<file path="src/rtl/serial_add_pkg.sv">
// Shared types and constants for the serial multi-byte word adder.
// Latency: none (definitions only).
// Backpressure: not applicable.
package serial_add_pkg;

    localparam int BYTE_W = 8;

    typedef enum logic {
        ST_IDLE = 1'b0,
        ST_RUN  = 1'b1
    } state_e;

endpackage

</file>
<file path="src/rtl/byte_add_cell.sv">
// Combinational 8-bit carry-chain adder with carry-out and signed overflow.
// Latency: 0 cycles (pure combinational).
// Backpressure: none; the caller decides when the result is registered.
module byte_add_cell
    import serial_add_pkg::*;
(
    input  logic [BYTE_W-1:0] a,
    input  logic [BYTE_W-1:0] b,
    input  logic              cin,
    output logic [BYTE_W-1:0] s,
    output logic              cout,
    output logic              ovf
);

    // 9-bit sum so the carry-out falls out as the top bit
    always_comb begin
        {cout, s} = {1'b0, a} + {1'b0, b} + {{BYTE_W{1'b0}}, cin};
        ovf       = (a[BYTE_W-1] == b[BYTE_W-1]) & (s[BYTE_W-1] != a[BYTE_W-1]);
    end

endmodule

</file>
<file path="src/rtl/serial_word_adder.sv">
// Multi-byte adder, one LSB-first operand byte pair per beat, carry chained in a register.
// Latency: 1 cycle from accepted beat to out_valid; one beat per cycle throughput.
// Backpressure: in_ready = !out_valid | out_ready; output held stable while stalled. Macro SERIAL_ADDER_SUB_EN adds in_sub (A-B mode).
module serial_word_adder
    import serial_add_pkg::*;
#(
    parameter int NBYTES = 4,
    parameter int CNT_W  = $clog2(NBYTES) + 1
) (
    input  logic              clk,
    input  logic              rst_n,
    input  logic              in_valid,
    output logic              in_ready,
    input  logic [BYTE_W-1:0] in_a,
    input  logic [BYTE_W-1:0] in_b,
    input  logic              in_first,
    input  logic              in_last,
    input  logic              in_cin,
`ifdef SERIAL_ADDER_SUB_EN
    input  logic              in_sub,
`endif
    output logic              out_valid,
    input  logic              out_ready,
    output logic [BYTE_W-1:0] out_sum,
    output logic              out_last,
    output logic              out_carry,
    output logic              out_ovf,
    output logic              busy
);

    localparam logic [CNT_W-1:0] LAST_IDX = CNT_W'(NBYTES - 1);

    state_e            state_q, state_d;
    logic [CNT_W-1:0]  cnt_q, cnt_d, cnt_eff;
    logic              carry_q, carry_d;
    logic              accept, is_first, is_last, cin_eff;
    logic [BYTE_W-1:0] b_eff, s;
    logic              c8, ovf;

    assign in_ready = !out_valid | out_ready;
    assign accept   = in_valid & in_ready;
    assign busy     = (state_q == ST_RUN);

    // In IDLE every beat starts a word; forced-last caps the word at NBYTES
    assign is_first = in_first | (state_q == ST_IDLE);
    assign cnt_eff  = is_first ? '0 : cnt_q;
    assign is_last  = in_last | (cnt_eff == LAST_IDX);

`ifdef SERIAL_ADDER_SUB_EN
    logic sub_q, sub_eff;

    // Subtract mode is latched from the first beat and held for the whole word
    assign sub_eff = is_first ? in_sub : sub_q;
    assign b_eff   = sub_eff ? ~in_b : in_b;
    assign cin_eff = is_first ? (sub_eff | in_cin) : carry_q;

    // Mode register for the word in flight
    always_ff @(posedge clk or negedge rst_n) begin
        if (!rst_n)      sub_q <= 1'b0;
        else if (accept) sub_q <= sub_eff;
    end
`else
    assign b_eff   = in_b;
    assign cin_eff = is_first ? in_cin : carry_q;
`endif

    byte_add_cell u_cell (
        .a    (in_a),
        .b    (b_eff),
        .cin  (cin_eff),
        .s    (s),
        .cout (c8),
        .ovf  (ovf)
    );

    // Next state, byte index and inter-beat carry
    always_comb begin
        state_d = state_q;
        cnt_d   = cnt_q;
        carry_d = carry_q;
        if (accept) begin
            if (is_last) begin
                state_d = ST_IDLE;
                cnt_d   = '0;
                carry_d = 1'b0;
            end else begin
                state_d = ST_RUN;
                cnt_d   = cnt_eff + CNT_W'(1);
                carry_d = c8;
            end
        end
    end

    // FSM, counter and carry registers
    always_ff @(posedge clk or negedge rst_n) begin
        if (!rst_n) begin
            state_q <= ST_IDLE;
            cnt_q   <= '0;
            carry_q <= 1'b0;
        end else begin
            state_q <= state_d;
            cnt_q   <= cnt_d;
            carry_q <= carry_d;
        end
    end

    // Output stage: load on accept, otherwise drop valid once drained; data holds
    always_ff @(posedge clk or negedge rst_n) begin
        if (!rst_n) begin
            out_valid <= 1'b0;
            out_sum   <= '0;
            out_last  <= 1'b0;
            out_carry <= 1'b0;
            out_ovf   <= 1'b0;
        end else if (accept) begin
            out_valid <= 1'b1;
            out_sum   <= s;
            out_last  <= is_last;
            out_carry <= is_last & c8;
            out_ovf   <= is_last & ovf;
        end else if (out_ready) begin
            out_valid <= 1'b0;
        end
    end

endmodule

</file>
<file path="config.mk">
export PLATFORM = sky130hd
export DESIGN_NAME = serial_word_adder
export DESIGN_NICKNAME = d
export VERILOG_FILES = /design/src/rtl/serial_add_pkg.sv /design/src/rtl/byte_add_cell.sv /design/src/rtl/serial_word_adder.sv
export SDC_FILE = /design/constraint.sdc
export NUM_CORES = 1
export LEC_CHECK = 0
export ABC_CLOCK_PERIOD_IN_PS = 3100
export BUFFER_PORTS_ARGS = -buffer_cell sky130_fd_sc_hd__buf_2
export CAP_MARGIN = 30
export CORE_MARGIN = 5
export CORE_UTILIZATION = 49
export DETAILED_ROUTE_END_ITERATION = 6
export PLACE_DENSITY = 0.82
export SLEW_MARGIN = 20
export SYNTH_ARGS = -nofsm -noshare
export SYNTH_HDL_FRONTEND = slang
export SYNTH_SLANG_ARGS = --single-unit
</file>
<file path="constraint.sdc">
create_clock -name clk -period 3.1 [get_ports clk]
set_input_delay 0.465 -clock clk [delete_from_list [all_inputs] [get_ports clk]]
set_output_delay 0.465 -clock clk [all_outputs]
set_load 0.005 [all_outputs]
</file>
==> impl_metrics.tcl <==
set metrics [dict create \
    vias_per_cell 5.37 \
    tightestPinTransition_ns 0.757 \
    ys_types 37 \
    drt-initial-drc-count 18 \
    worstSetupPathType "flop to flop" \
    synthCells 114 \
    grt_setup_unrepaired "no" \
    place_ws_ns 0.199 \
    r2r-start "busy" \
    mostFrequentLayoutCell "buf_2" \
    grt_max_degree 25 \
    fmax_ghz 0.370 \
    r2r_slack_ns 0.39 \
    setup_viol 0 \
    initial_core_util_pct 50.1 \
    synth-async-reset-ratio_pct 100 \
    row_count 17 \
    grt_usage_pct 14.7 \
    max-slew-margin-rel_pct 49.4 \
    die_h_um 57.1 \
    grt_pass1_wl_um 3860 \
    hold_violations 0 \
    fin_crit_sh_pct 87.3 \
    skew_ns 0.00635 \
    seq_area_frac_synth_pct 39.1 \
    wl_um 2340 \
    syn_area_per_cell_um2 9.54 \
    cp_cell_sequence "nor2b_1 > mux2_2 > fa_1 > fa_1 > a21oi_1 > o211ai_1 > mux2_2 > o311ai_1" \
    wl_per_cell_um 13.1 \
    stdcell_count 179 \
    fp.dieW_um 57.1 \
    core_um2 2170 \
    start_kind "flop" \
    dp_cells 175 \
    cp_max_fo 4 \
    via_count 962 \
    path_clk_slew_ns 0.10 \
    route.detailed.drc 0 \
    min_path_type "input pin to asynchronous set/reset pin" \
    status "complete, no violations" \
    htree_num_levels 1 \
    p_leak_nw 0.652 \
    grt-ovfl-total 0 \
    synth.largest_area_cell "dfrtp_1" \
    dr.pass1.iters 4 \
    portBuffers 36 \
    postCtsSetupRepairBufs 0 \
    fin_util_pct 60.6 \
    io_pins 37 \
    r2r-end "out_sum[6]" \
    cts_sinks 17 \
    synth_edf_count 0 \
    layout-drive-gt1-share_pct 30.5 \
    antenna_left 0 \
    ctsHoldBuffers 0 \
    cp.depth 8 \
    layout_common_cells "buf_2 (36), nand2_1 (27), dfrtp_1 (17), ha_1 (9), o21ai_0 (7)" \
    cp-endpoint "out_sum[6]" \
    setup_ws_ns 0.395 \
    p_per_area_nw_per_um2 430 \
    synth.top_cell.area_share_pct 39.1 \
    synthToLayoutAreaGrowth_pct 20.9 \
    grt_pass1_vias 938 \
    die_area_um2 3260 \
    antennaDiodeCount 0 \
    cp.required_ns 3.27 \
    slowest_stage "fa_1" \
    synthFlopType "dfrtp_1" \
    yosys_warnings 0 \
    crit_start "busy" \
    cp-end-kind "flop" \
    antenna_found_initial 0 \
    syn_nets 148 \
    crit_family "adder cells" \
    cap_violations 0 \
    cts_made_buffers 3 \
    cts-root-buf "clkbuf_4" \
    gp_congestion 0.862 \
    r2r.worst_path.cells 8 \
    final_max_slew_viol_count 0 \
    worstPathArrival_ns 2.88 \
    fin_nets 186 \
    netlist_top_cells_area "dfrtp_1 (39%), ha_1 (10%), nand2_1 (9.3%)" \
    critPathMaxStageDelay_ns 0.42 \
    cts_tree "built" \
    period_minus_slack_ns 2.71 \
    ys_ff_latch 17 \
    peakVddDrop_v 0.000245 \
    cts_buffer_depth 2 \
    dpl.hpwl_um 1850 \
    finalSetupTns_ns 0 \
    clk-insertion-delay-late_ns 0.28 \
    cts-resized-gates 0 \
    synth_area_um2 1090 \
    path_buf_inv 0 \
]
-- layout make-up --
type,instances,area (um^2)
clock buffers,4,26.3
inverters,4,15.0
flip-flops and latches,17,425
well taps,28,35.0
repair buffers,36,180
multi-input cells,90,633
fillers,201,855
-- per-layer routing --
layer | track usage, % | vias up | share of wire, %
li1 | - | 484 | -
met1 | 18.3 | 437 | 45
met2 | 24.0 | 37 | 45
met3 | 4.52 | 4 | 8.9
met4 | 5.63 | 0 | 0.94
met5 | 0 | - | 0
-- Yosys cell counts, types with 3 or more instances --
cell,n
o211ai_1,3
nor2_1,3
a21oi_1,4
nand2_1,27
inv_1,4
o21ai_0,7
ha_1,9
nand3_1,3
xnor2_1,3
and2_1,3
dfrtp_1,17
-- sequential cells by signal, indices dropped and copies added (netlist names) --
register   flops
out_valid      1
out_sum        8
out_ovf        1
busy           1
carry_q        1
out_last       1
cnt_q          3
out_carry      1
-- cells by family after synthesis --
family	synth area share [%]
DFF	39.1
adders and majority gates	14.0
and+or+nand+nor	19.9
muxes	2.99
buffers and inverters	2.65
xor gates and xnor gates	2.42
AOI/OAI and AO/OA	18.9
-- power by group --
| part | switching (mW) | total, mW | internal, mW | leakage, nW |
|---|---|---|---|---|
| Clock | 0.0662 | 0.116 | 0.0498 | 0.0150 |
| Combinational | 0.0925 | 0.176 | 0.0839 | 0.424 |
| Sequential | 0.0174 | 0.273 | 0.256 | 0.213 |
-- worst min path at each step --
stage / start / to / slack, ns / cells past startpoint
2_1_floorplan: rst_n / busy / 0.17 / 0
3_3_place_gp: rst_n / cnt_q[2] / 0.41 / 1
3_5_place_dp: rst_n / cnt_q[2] / 0.41 / 1
4_1_cts: rst_n / busy / 0.10 / 1
5_1_grt: rst_n / busy / 0.10 / 1
6_report: rst_n / out_sum[0] / 0.09 / 1
-- per-stage QoR --
stage	area, um^2	power (mW)	hold slack [ns]
6_report	1320	0.566	0.0926
5_1_grt	1320	0.612	0.104
4_1_cts	1320	0.574	0.103
3_5_place_dp	1290	0.455	0.411
3_3_place_gp	1290	0.450	0.411
2_1_floorplan	1090	0.383	0.169
Power figures use the tool's default switching activity.
